File: config.mk
export PLATFORM = sky130hd
export DESIGN_NAME = p08_muldiv_seq
export DESIGN_NICKNAME = d
export VERILOG_FILES = /design/src/rtl/p08_muldiv_seq.sv
export SDC_FILE = /design/constraint.sdc
export NUM_CORES = 1
export LEC_CHECK = 0
export ABC_AREA = 0
export CORE_MARGIN = 2
export CORE_UTILIZATION = 47
export CTS_BUF_LIST = sky130_fd_sc_hd__clkbuf_8
export DETAILED_ROUTE_END_ITERATION = 7
export PLACE_DENSITY = 0.74
export RECOVER_POWER = 50
export SYNTH_ARGS = -nofsm -noshare
export SYNTH_HDL_FRONTEND = slang
export SYNTH_SLANG_ARGS = --single-unit
File: constraint.sdc
create_clock -name clk -period 1.55 [get_ports clk]
set_input_delay 0.31 -clock clk [delete_from_list [all_inputs] [get_ports clk]]
set_output_delay 0.31 -clock clk [all_outputs]
set_load 0.005 [all_outputs]
File: src/rtl/p08_muldiv_seq.sv
// ---------------------------------------------------------------------------
// p08_muldiv_seq
// Sequential 4x4 unsigned multiplier with an optional 4/4 restoring divider.
// Every operation takes one accept cycle, four iteration cycles and one
// DONE cycle. A divide by zero finishes right after the first RUN edge.
//
// Configuration macro: P08_MULDIV_DIVIDE_EN
//   defined   -> op selects multiply (0) or divide (1), and dbz is live.
//   undefined -> the divider is not built, op is ignored, every operation
//                multiplies, and dbz is tied to 0.
//
// Ports
//   clk     in   1  clock; all state changes on the rising edge
//   reset   in   1  synchronous, active-high reset
//   start   in   1  request pulse, only looked at in IDLE
//   op      in   1  0 = multiply, 1 = divide (divide build only)
//   a       in   4  multiplicand / dividend
//   b       in   4  multiplier / divisor
//   busy    out  1  high in RUN
//   done    out  1  single-cycle strobe in DONE
//   result  out  8  product, or {remainder, quotient}; 0 during RUN
//   dbz     out  1  divide-by-zero flag for the last operation
// ---------------------------------------------------------------------------
module p08_muldiv_seq (
    input  logic       clk,
    input  logic       reset,
    input  logic       start,
    input  logic       op,
    input  logic [3:0] a,
    input  logic [3:0] b,
    output logic       busy,
    output logic       done,
    output logic [7:0] result,
    output logic       dbz
);

    typedef enum logic [1:0] {
        ST_IDLE = 2'd0,
        ST_RUN  = 2'd1,
        ST_DONE = 2'd2
    } state_t;

    state_t     state_reg, state_next;
    logic [1:0] cnt_reg, cnt_next;
    // opnd_reg: multiplicand (multiply) or divisor (divide)
    logic [3:0] opnd_reg, opnd_next;
    // acc_reg: upper product nibble (multiply) or partial remainder (divide)
    logic [3:0] acc_reg, acc_next;
    // mq_reg: multiplier being shifted out, or dividend shifting into quotient
    logic [3:0] mq_reg, mq_next;
    logic [7:0] result_reg, result_next;

    // ------------------------------------------------------------------
    // Multiply iteration: conditional add into the upper nibble, then a
    // right shift of {carry, acc, mq}.
    // ------------------------------------------------------------------
    logic [4:0] mul_sum;
    logic [3:0] mul_acc;
    logic [3:0] mul_mq;

    assign mul_sum   = {1'b0, acc_reg} + (mq_reg[0] ? {1'b0, opnd_reg} : 5'd0);
    assign mul_acc   = mul_sum[4:1];
    assign mul_mq[3] = mul_sum[0];

    generate
        for (genvar gi = 0; gi < 3; gi++) begin : g_mul_shift
            assign mul_mq[gi] = mq_reg[gi+1];
        end
    endgenerate

    logic [3:0] step_acc;
    logic [3:0] step_mq;
    logic       is_dbz;

`ifdef P08_MULDIV_DIVIDE_EN
    logic op_reg, op_next;
    logic dbz_reg, dbz_next;

    // ------------------------------------------------------------------
    // Restoring divide iteration. The partial remainder is always below
    // the divisor, so {rem, next dividend bit} fits in 5 bits; one extra
    // bit on the trial difference gives the borrow.
    // ------------------------------------------------------------------
    logic [4:0] div_part;
    logic [5:0] div_trial;
    logic       div_fit;
    logic [3:0] div_acc;
    logic [3:0] div_mq;
    logic       unused_div_msb;

    assign div_part       = {acc_reg, mq_reg[3]};
    assign div_trial      = {1'b0, div_part} - {2'b00, opnd_reg};
    assign div_fit        = ~div_trial[5];
    // On a successful trial the difference is below the divisor, so bit 4 is 0.
    assign unused_div_msb = div_trial[4];
    assign div_acc        = div_fit ? div_trial[3:0] : div_part[3:0];
    assign div_mq[0]      = div_fit;

    generate
        for (genvar gi = 1; gi < 4; gi++) begin : g_div_shift
            assign div_mq[gi] = mq_reg[gi-1];
        end
    endgenerate

    assign step_acc = op_reg ? div_acc : mul_acc;
    assign step_mq  = op_reg ? div_mq  : mul_mq;
    assign is_dbz   = op_reg && (opnd_reg == 4'd0);
    assign dbz      = dbz_reg;
`else
    logic unused_op;

    assign unused_op = op;
    assign step_acc  = mul_acc;
    assign step_mq   = mul_mq;
    assign is_dbz    = 1'b0;
    assign dbz       = 1'b0;
`endif

    // ------------------------------------------------------------------
    // State register
    // ------------------------------------------------------------------
    always_ff @(posedge clk) begin
        if (reset) begin
            state_reg  <= ST_IDLE;
            cnt_reg    <= 2'd0;
            opnd_reg   <= 4'd0;
            acc_reg    <= 4'd0;
            mq_reg     <= 4'd0;
            result_reg <= 8'd0;
`ifdef P08_MULDIV_DIVIDE_EN
            op_reg     <= 1'b0;
            dbz_reg    <= 1'b0;
`endif
        end else begin
            state_reg  <= state_next;
            cnt_reg    <= cnt_next;
            opnd_reg   <= opnd_next;
            acc_reg    <= acc_next;
            mq_reg     <= mq_next;
            result_reg <= result_next;
`ifdef P08_MULDIV_DIVIDE_EN
            op_reg     <= op_next;
            dbz_reg    <= dbz_next;
`endif
        end
    end

    // ------------------------------------------------------------------
    // Next-state and datapath control
    // ------------------------------------------------------------------
    always_comb begin
        state_next  = state_reg;
        cnt_next    = cnt_reg;
        opnd_next   = opnd_reg;
        acc_next    = acc_reg;
        mq_next     = mq_reg;
        result_next = result_reg;
`ifdef P08_MULDIV_DIVIDE_EN
        op_next     = op_reg;
        dbz_next    = dbz_reg;
`endif

        case (state_reg)
            ST_IDLE: begin
                if (start) begin
`ifdef P08_MULDIV_DIVIDE_EN
                    op_next   = op;
                    opnd_next = op ? b : a;
                    mq_next   = op ? a : b;
                    dbz_next  = 1'b0;
`else
                    opnd_next = a;
                    mq_next   = b;
`endif
                    acc_next    = 4'd0;
                    cnt_next    = 2'd0;
                    result_next = 8'd0;
                    state_next  = ST_RUN;
                end
            end

            ST_RUN: begin
                if (is_dbz) begin
                    // mq_reg still holds the untouched dividend here.
                    result_next = {mq_reg, 4'hF};
`ifdef P08_MULDIV_DIVIDE_EN
                    dbz_next    = 1'b1;
`endif
                    state_next  = ST_DONE;
                end else begin
                    acc_next = step_acc;
                    mq_next  = step_mq;
                    cnt_next = cnt_reg + 2'd1;
                    if (cnt_reg == 2'd3) begin
                        result_next = {step_acc, step_mq};
                        state_next  = ST_DONE;
                    end
                end
            end

            ST_DONE: begin
                state_next = ST_IDLE;
            end

            default: begin
                state_next = ST_IDLE;
            end
        endcase
    end

    assign busy   = (state_reg == ST_RUN);
    assign done   = (state_reg == ST_DONE);
    assign result = result_reg;

endmodule

==> results of run 1 <==
-- cell usage after synthesis, types with 2 or more instances --
| cell | count |
|---|---|
| nand2_1 | 16 |
| nand3b_1 | 2 |
| a22oi_1 | 7 |
| inv_1 | 5 |
| nand4b_1 | 5 |
| nor2_1 | 15 |
| buf_2 | 2 |
| ha_1 | 5 |
| nand3_1 | 3 |
| and2_1 | 3 |
| dfxtp_1 | 24 |
| a21o_1 | 3 |
| a21oi_1 | 15 |
| nand2b_1 | 2 |
| clkbuf_1 | 4 |
-- how the worst max path moves through the flow --
stage,endpoint,from
2_1_floorplan,result[4],mq_reg[0]
3_3_place_gp,result[4],mq_reg[0]
3_5_place_dp,result[7],mq_reg[0]
4_1_cts,result[7],mq_reg[0]
5_1_grt,result[7],mq_reg[0]
6_report,acc_reg[0],mq_reg[0]
-- cell usage in the layout (no fill, tap or decap), types with 2 or more instances in the layout --
cell type / Yosys / routed
dlygate4sd2_1: 0 / 2
buf_4: 1 / 9
a21oi_2: 0 / 2
a21o_1: 3 / 2
nand3b_1: 2 / 2
nand2_1: 16 / 15
and2_1: 3 / 2
and2_4: 1 / 2
inv_1: 5 / 4
nand2b_1: 2 / 2
nand4b_1: 5 / 5
ha_4: 0 / 2
ha_1: 5 / 2
dfxtp_1: 24 / 22
a22oi_1: 7 / 7
nor2_1: 15 / 15
clkdlybuf4s50_1: 0 / 18
nand3_1: 3 / 2
a21oi_1: 15 / 13
clkbuf_8: 0 / 3
-- power groups by stage --
stage                     Clock [W]  Sequential (W)  Combinational (W)
final                      0.000367        0.000654           0.000175
after global routing       0.000390        0.000658           0.000193
after CTS                  0.000373        0.000654           0.000173
after detailed placement          0        0.000668           0.000169
after global placement            0        0.000666           0.000164
after floorplan                   0        0.000666          0.0000922
-- through the flow --
| step | total power (W) | cell area (um2) |
|---|---|---|
| floorplan | 0.000758 | 1100 |
| global placement | 0.000829 | 1370 |
| detailed placement | 0.000836 | 1370 |
| CTS | 0.00120 | 1440 |
| global route | 0.00124 | 1490 |
| finish | 0.00120 | 1490 |
-- cell families after synthesis --
| logic type | Yosys count |
|---|---|
| fa+ha+maj | 6 |
| buf+inv | 13 |
| compound gates | 28 |
| mux | 1 |
| xor+xnor | 1 |
| simple gates | 54 |
| other cells | 1 |
| flops | 24 |
-- area by class of cell --
type	instances	area, um2	share of cell area, %
clock buffers	3	41.3	2.78
inverters	6	23.8	1.60
flip-flops and latches	24	485	32.6
multi-input cells	91	633	42.6
well taps	28	35.0	2.35
repair buffers	30	269	18.1
-- critical path: stages, from the launching register on --
cell and delay [ns]:
dfxtp_4 0.37, and2_4 0.15, ha_4 0.13, inv_2 0.03
fa_2 0.55, nor2_1 0.05, a31oi_1 0.14, nor2_1 0.05
-- routing by layer --
metal | global-route usage [%] | share of wire [%]
met3 | 4.29 | 4.1
met2 | 33.3 | 48
met4 | 10.7 | 2.3
met1 | 25.9 | 46
met5 | 0 | 0
-- what timing repair did --
| item | 4_1_cts | 5_1_grt |
|---|---|---|
| gates resized for setup | 9 | 11 |
| buffers inserted | 1 | 0 |
| pin swaps | 4 | 5 |
| endpoints found under the setup margin | 10 | 9 |
==> results.sh, run 1 <==
export IMPL_synthesis_nets=146
export IMPL_yosys_area_share_simple_pct=25.9
export IMPL_maxCapViolCount=0
export IMPL_ys_top_cells_by_area="dfxtp_1 (44%), a21oi_1 (6.8%), ha_1 (5.7%)"
export IMPL_synth_area_mux_share_pct=0.911
export IMPL_p_clk_share_pct=30.7
export IMPL_required_ns=1.71
export IMPL_period_share_pct=102
export IMPL_grt_max_degree=18
export IMPL_h_tree_depth=1
export IMPL_crit_type="reg -> reg"
export IMPL_ant_nets=0
export IMPL_cellPowerDensity_mw_per_mm2=804
export IMPL_numCtsBuffers=3
export IMPL_grt_overflow=0
export IMPL_fin_setup_tns_ns=-0.0678
export IMPL_final_layout_size_suffix_gt1_share_pct=20.8
export IMPL_clock_latency_ns=0.27
export IMPL_maxSlewViolCount=0
export IMPL_arrival_ns=1.74
export IMPL_synth_xor_xnor_area_share_pct=0.797
export IMPL_vias=1003
export IMPL_end_kind="flip-flop"
export IMPL_status="complete, but fails checks"
export IMPL_fin_ws_ns=-0.0272
export IMPL_remaining_drc_errors=0
export IMPL_max_freq_ghz=0.634
export IMPL_drt_initial_drc_count=32
export IMPL_place_congestion=0.872
export IMPL_p_sw_w=0.000304
export IMPL_syn_to_final_growth_pct=35.4
export IMPL_cellLeakagePower_nw=0.609
export IMPL_r2r_end="acc_reg[0]"
export IMPL_clockBufferDepth=2
export IMPL_yosysTopAreaCell="dfxtp_1"
export IMPL_clockRootBuffer="clkbuf_8"
export IMPL_worstHoldPathCells=2
export IMPL_synthCells=128
export IMPL_synth_top_family_by_area="simple AND/OR/NAND/NOR gates"
export IMPL_worstSetupStartpointType="flip-flop"
export IMPL_hold_viol_final=0
export IMPL_switching_share_pct=25.4
export IMPL_reg2regPathDepth=7
export IMPL_detail_route_wl_per_cell_um=13.8
export IMPL_synth_seq_cells=24
export IMPL_drt_wl_total_um=2510
export IMPL_path_max_fanout=5
export IMPL_cts_reportedPaths_clkPinSlew_ns=0.08
export IMPL_cts_tree="yes"
export IMPL_coreArea_mm2=0.00221
export IMPL_whs_ns=0.452
export IMPL_grt_antenna_before_repair=0
export IMPL_finalNonFillerCells=182
export IMPL_violations="setup timing"
export IMPL_synth_cell_types=32
export IMPL_layout_nets=174
export IMPL_ys_flop_type="dfxtp_1"
export IMPL_io_pins=23
export IMPL_hold_path_end="result[3]"
export IMPL_dp_hpwl_um=1790
export IMPL_syn_area_mm2=0.00110
export IMPL_grt_usage_pct=20.7
export IMPL_yosys_area_top_type_share_pct=43.7
export IMPL_fill_cells=172
export IMPL_via_per_inst=5.51
export IMPL_p_comb_share_pct=14.6
export IMPL_seq_power_share_pct=54.7
export IMPL_die_h_um=52.3
export IMPL_synth_area_per_cell_um2=8.58
export IMPL_die_x_um=52.3
export IMPL_clock_skew_final_ns=0.00384
export IMPL_p_int_w=0.000893
export IMPL_period_needed_ns=1.58
export IMPL_rr_startpoint="mq_reg[0]"
export IMPL_dp_cells=178
export IMPL_rsz0062_at_grt="true"
export IMPL_num_antenna_cells=0
export IMPL_synth_async_sr_flop_share_pct=0
export IMPL_post_route_util_pct=67.3
export IMPL_synth_compound_area_share_pct=15.7
export IMPL_io_buffers=20
export IMPL_synthAdderAreaFrac_pct=7.52
export IMPL_ir_drop_uv=580
export IMPL_place_ws_ns=-0.121
export IMPL_grt_pass1_vias=946
export IMPL_worstHoldPathType="reg -> reg"
export IMPL_cts_hold_buf=0
export IMPL_hp_start="result[3]"
export IMPL_num_rows=17
export IMPL_start_util_pct=49.7
export IMPL_largest_register_ffs=8
export IMPL_dieArea_mm2=0.00274
export IMPL_grt_pass1_wl_um=4150
export IMPL_synth_edf_count=0
export IMPL_dr_pass1_iters=4
export IMPL_ys_warn_count=0
export IMPL_seq_area_frac_synth_pct=43.7
export IMPL_setup_viol=4
export IMPL_cts_sinks=24
export IMPL_r2r_slack_ns=-0.03
Note: power is estimated with default switching activity, not from simulation.
==> run 2, diff against run 1 <==
Settings changed: CORE_ASPECT_RATIO set to 1.75.
==> run 2 against run 1 <==
  * The run still ends with setup timing left
  * Power grew 4.6%
  * Worst hold slack gained 0.0043 ns
  * Sequential cell count did not move
  * Critical path depth is 1 lower
  * Count of clock-buffer cells in the layout is 1 higher
  * Fmax fell by 2.0%
  * Final area grew 2.9%
  * First-iteration DRC count shrank 41%
  * Critical endpoint is now result[6]
  * Sequential power hardly changed
  * Core utilization grew 0.92 points
  * Clock power is 14% higher
==> results.sh, run 2 (synthesis results as in run 1) <==
export IMPL_place_congestion=0.734
export IMPL_violations="setup timing"
export IMPL_fill_cells=189
export IMPL_die_x_um=40.5
export IMPL_detail_route_wl_per_cell_um=14.4
export IMPL_layout_nets=178
export IMPL_cts_reportedPaths_clkPinSlew_ns=0.08
export IMPL_period_share_pct=104
export IMPL_syn_to_final_growth_pct=39.3
export IMPL_regArea_um2=485
export IMPL_grt_overflow=0
export IMPL_num_rows=23
export IMPL_finalNonFillerCells=184
export IMPL_r2r_slack_ns=-0.06
export IMPL_num_antenna_cells=0
export IMPL_grt_use_met3_pct=2.27
export IMPL_crit_type="reg -> reg"
export IMPL_grt_pass1_vias=956
export IMPL_start_util_pct=48.9
export IMPL_drt_wl_total_um=2660
export IMPL_coreArea_mm2=0.00224
export IMPL_grt_pass1_wl_um=4220
export IMPL_cts_tree="yes"
export IMPL_period_needed_ns=1.61
export IMPL_io_buffers=20
export IMPL_drt_initial_drc_count=19
export IMPL_arrival_ns=1.82
export IMPL_post_route_util_pct=68.2
export IMPL_h_tree_depth=1
export IMPL_clock_skew_final_ns=0.00636
export IMPL_cellLeakagePower_nw=0.620
export IMPL_grt_usage_pct=22.2
export IMPL_path_max_fanout=4
export IMPL_maxCapViolCount=0
export IMPL_vias=1044
export IMPL_grtUsageMet2_pct=38.1
export IMPL_dp_hpwl_um=1870
export IMPL_end_kind="flip-flop"
export IMPL_grt_max_degree=22
export IMPL_cellPowerDensity_mw_per_mm2=818
export IMPL_cpPeakStageDelay_ns=0.52
export IMPL_numCtsBuffers=3
export IMPL_cts_hold_buf=0
export IMPL_worstHoldPathType="reg -> reg"
export IMPL_p_clk_share_pct=33.4
export IMPL_fin_ws_ns=-0.0590
export IMPL_io_pins=23
export IMPL_dieArea_mm2=0.00276
export IMPL_path_cells="buf_4 > and2_4 > ha_4 > a21oi_4 > or4b_1 > nand3_1"
export IMPL_clockRootBuffer="clkbuf_8"
export IMPL_cts_sinks=24
export IMPL_p_int_w=0.000949
export IMPL_clockBufferDepth=2
export IMPL_seq_power_share_pct=52.3
export IMPL_whs_ns=0.456
export IMPL_dr_pass1_iters=4
export IMPL_die_h_um=68.0
export IMPL_fin_setup_tns_ns=-0.172
export IMPL_p_sw_w=0.000302
export IMPL_place_ws_ns=-0.112
export IMPL_grt_use_met1_pct=25.4
export IMPL_ir_drop_uv=725
export IMPL_final_cell_mix="dfxtp_1 (22), clkdlybuf4s50_1 (18), nor2_1 (15), nand2_1 (15)"
export IMPL_worstSetupStartpointType="flip-flop"
export IMPL_layout_commonest_cell="dfxtp_1"
export IMPL_grt_busiest_layer="met2"
export IMPL_switching_share_pct=24.1
export IMPL_multi_input_area_um2=636
export IMPL_dp_cells=175
export IMPL_rsz0062_at_grt="true"
export IMPL_p_comb_share_pct=14.3
export IMPL_status="complete, but fails checks"
export IMPL_via_per_inst=5.67
export IMPL_grt_antenna_before_repair=0
export IMPL_remaining_drc_errors=0
export IMPL_final_layout_size_suffix_gt1_share_pct=23.3
export IMPL_max_freq_ghz=0.621
export IMPL_hold_viol_final=0
export IMPL_ant_nets=0
export IMPL_setup_viol=5
export IMPL_maxSlewViolCount=0
export IMPL_clock_latency_ns=0.26
export IMPL_largest_register_ffs=8
export IMPL_cp_slowest_cell="or4b_1"
export IMPL_required_ns=1.76
-- run 2: what timing repair did --
| item | CTS | global route |
|---|---|---|
| setup buffers | 1 | 4 |
| gates resized for setup | 15 | 6 |
| pin swaps | 3 | 9 |
| endpoints found under the setup margin | 10 | 8 |
-- run 2: cell type report --
cell class	instances	area share, %
inverter	6	1.55
tap	25	2.04
multi-input combinational	91	41.5
sequential	24	31.7
clock buffer	4	3.60
timing repair buffer	34	19.5
-- run 2: per-layer routing --
layer,share of wire [%],vias to the layer above
met3,2.6,6
li1,-,506
met5,0,-
met2,55,24
met1,40,508
met4,2.4,0
-- run 2: per-stage QoR --
stage / total power (W) / area (um2)
detailed placement: 0.000837 / 1370
global route: 0.00131 / 1530
finish: 0.00125 / 1530
CTS: 0.00126 / 1490
global placement: 0.000830 / 1370
floorplan: 0.000758 / 1100
-- run 2: path summary, 6_finish.rpt --
kind | from | end | cells after the start
min | result[3] | result[3] | 2
max | mq_reg[0] | result[6] | 6
min reg2reg | result[3] | result[3] | 2
max reg2reg | mq_reg[0] | result[6] | 6
-- run 2: worst max-delay path: cells and delay by family, from the launching register on --
| kind | cells | cell delay, ns |
|---|---|---|
| AOI/OAI and AO/OA | 1 | 0.06 |
| adders and majority gates | 1 | 0.28 |
| buffers and inverters | 1 | 0.13 |
| DFF | 1 | 0.36 |
| and+or+nand+nor | 3 | 0.74 |
-- run 2: power by group through the flow --
stage | Sequential, W | Clock, W | Combinational (W)
floorplan | 0.000666 | 0 | 0.0000922
global placement | 0.000665 | 0 | 0.000166
detailed placement | 0.000666 | 0 | 0.000171
CTS | 0.000654 | 0.000429 | 0.000179
global route | 0.000657 | 0.000458 | 0.000196
finish | 0.000654 | 0.000418 | 0.000179
==> run 3, diff against run 2 <==
Settings changed: CORE_ASPECT_RATIO 1.75 to not set, CTS_CLUSTER_SIZE set to 12, REMOVE_ABC_BUFFERS set to 1.
==> run 3 against run 2 <==
  * Die area fell by 0.55%
  * Via count fell by 3.2%
  * Count of clock-buffer cells in the layout stayed put
  * Largest power group unchanged
  * Clock power is 4.8% higher
  * Critical path type unchanged
  * Cell count is 2.2% higher
  * Register-to-register slack worse by 0.06 ns
  * First-iteration DRC count unchanged
  * Global-route usage rose by 0.58 points
  * Worst setup slack got worse by 0.064 ns
  * Core utilization grew 3.5 points
  * The flow still finishes with violations (setup timing)
  * Worst hold slack better by 0.0042 ns
  * Final area increased by 3.6%
==> results.sh, run 3 (synthesis results as in run 1) <==
export IMPL_dp_cells=182
export IMPL_maxSlewViolCount=0
export IMPL_die_x_um=52.3
export IMPL_via_per_inst=5.38
export IMPL_clockBufferDepth=2
export IMPL_dieArea_mm2=0.00274
export IMPL_ir_drop_uv=755
export IMPL_regArea_um2=483
export IMPL_required_ns=1.77
export IMPL_maxCapViolCount=0
export IMPL_arrival_ns=1.89
export IMPL_end_kind="flip-flop"
export IMPL_cts_reportedPaths_clkPinSlew_ns=0.08
export IMPL_cellLeakagePower_nw=0.643
export IMPL_syn_to_final_growth_pct=44.3
export IMPL_cts_tree="yes"
export IMPL_clock_skew_final_ns=0.00325
export IMPL_io_buffers=20
export IMPL_status="complete, but fails checks"
export IMPL_place_congestion=0.790
export IMPL_cts_hold_buf=0
export IMPL_io_pins=23
export IMPL_final_layout_size_suffix_gt1_share_pct=24.4
export IMPL_drt_initial_drc_count=19
export IMPL_multi_input_area_um2=673
export IMPL_die_h_um=52.3
export IMPL_crit_type="reg -> reg"
export IMPL_h_tree_depth=1
export IMPL_fin_ws_ns=-0.123
export IMPL_violations="setup timing"
export IMPL_hold_viol_final=0
export IMPL_grt_pass1_wl_um=4440
export IMPL_ant_nets=0
export IMPL_final_cell_mix="dfxtp_1 (22), clkdlybuf4s50_1 (18), nor2_1 (15), nand2_1 (15), a21oi_1 (12)"
export IMPL_coreArea_mm2=0.00221
export IMPL_remaining_drc_errors=0
export IMPL_numCtsBuffers=3
export IMPL_rsz0062_at_grt="true"
export IMPL_cts_sinks=24
export IMPL_path_max_fanout=4
export IMPL_dp_hpwl_um=1900
export IMPL_worstSetupStartpointType="flip-flop"
export IMPL_dr_pass1_iters=4
export IMPL_setup_viol=8
export IMPL_fill_cells=175
export IMPL_max_freq_ghz=0.598
export IMPL_period_share_pct=108
export IMPL_grt_overflow=0
export IMPL_cellPowerDensity_mw_per_mm2=814
export IMPL_clockRootBuffer="clkbuf_8"
export IMPL_start_util_pct=49.7
export IMPL_detail_route_wl_per_cell_um=14.5
export IMPL_drt_wl_total_um=2730
export IMPL_finalNonFillerCells=188
export IMPL_whs_ns=0.460
export IMPL_grt_pass1_vias=989
export IMPL_vias=1011
export IMPL_worstHoldPathType="reg -> reg"
export IMPL_layout_nets=179
export IMPL_period_needed_ns=1.67
export IMPL_num_rows=17
export IMPL_grt_usage_pct=22.8
export IMPL_num_antenna_cells=0
export IMPL_layout_commonest_cell="dfxtp_1"
export IMPL_grt_antenna_before_repair=0
export IMPL_largest_register_ffs=8
export IMPL_power_w=0.00129
export IMPL_grt_max_degree=14
export IMPL_clock_latency_ns=0.28
run 3: repair_timing:
item | in CTS | in global routing
pin swaps | 5 | 4
resized for setup | 18 | 11
setup endpoints to repair | 10 | 9
buffers inserted | 2 | 0
run 3: path summary, 6_finish.rpt:
check	from	slack (ns)	end	cells past startpoint
setup / recovery	mq_reg[0]	-0.12	result[6]	8
hold / removal	result[3]	0.46	result[3]	2
setup reg to reg	mq_reg[0]	-0.12	result[6]	8
hold reg to reg	result[3]	0.46	result[3]	2
run 3: area by class of cell:
type / count / share of cell area, %
clock buffers: 4 / 3.47
inverters: 6 / 1.50
well taps: 28 / 2.21
flip-flops and latches: 24 / 30.5
repair buffers: 35 / 19.9
multi-input cells: 91 / 42.5
run 3: critical path, stage by stage, from the launching register on:
cell	delay, ns
dfxtp_2	0.34
buf_6	0.12
nand2_4	0.06
inv_2	0.04
ha_4	0.24
a21o_1	0.16
a21oi_4	0.08
or4b_1	0.47
nand3_1	0.09
run 3: metrics by stage:
| stage | cell area, um2 | setup TNS, ns | utilization [%] | worst slack [ns] |
|---|---|---|---|---|
| finish | 1590 | -0.570 | 71.7 | -0.123 |
| global route | 1590 | -1.32 | 71.7 | -0.164 |
| CTS | 1540 | -0.505 | 69.7 | -0.146 |
| detailed placement | 1400 | -0.724 | 63.2 | -0.237 |
| global placement | 1400 | -0.166 | 63.2 | -0.113 |
| floorplan | 1070 | -0.0709 | - | -0.0709 |
run 3: routing by layer:
metal	part of all wire [%]	track usage [%]	wire, um
met2	49	38.5	1350
met3	4.7	5.71	128
met5	0	0	0
met4	1.1	9.83	31
met1	45	27.1	1220
run 3: power breakdown:
part,internal (W),leakage (nW),switching [W]
Sequential,0.000639,0.196,0.0000164
Clock,0.000228,0.0288,0.000211
Combinational,0.0000941,0.419,0.000102
Total,0.000960,0.643,0.000330
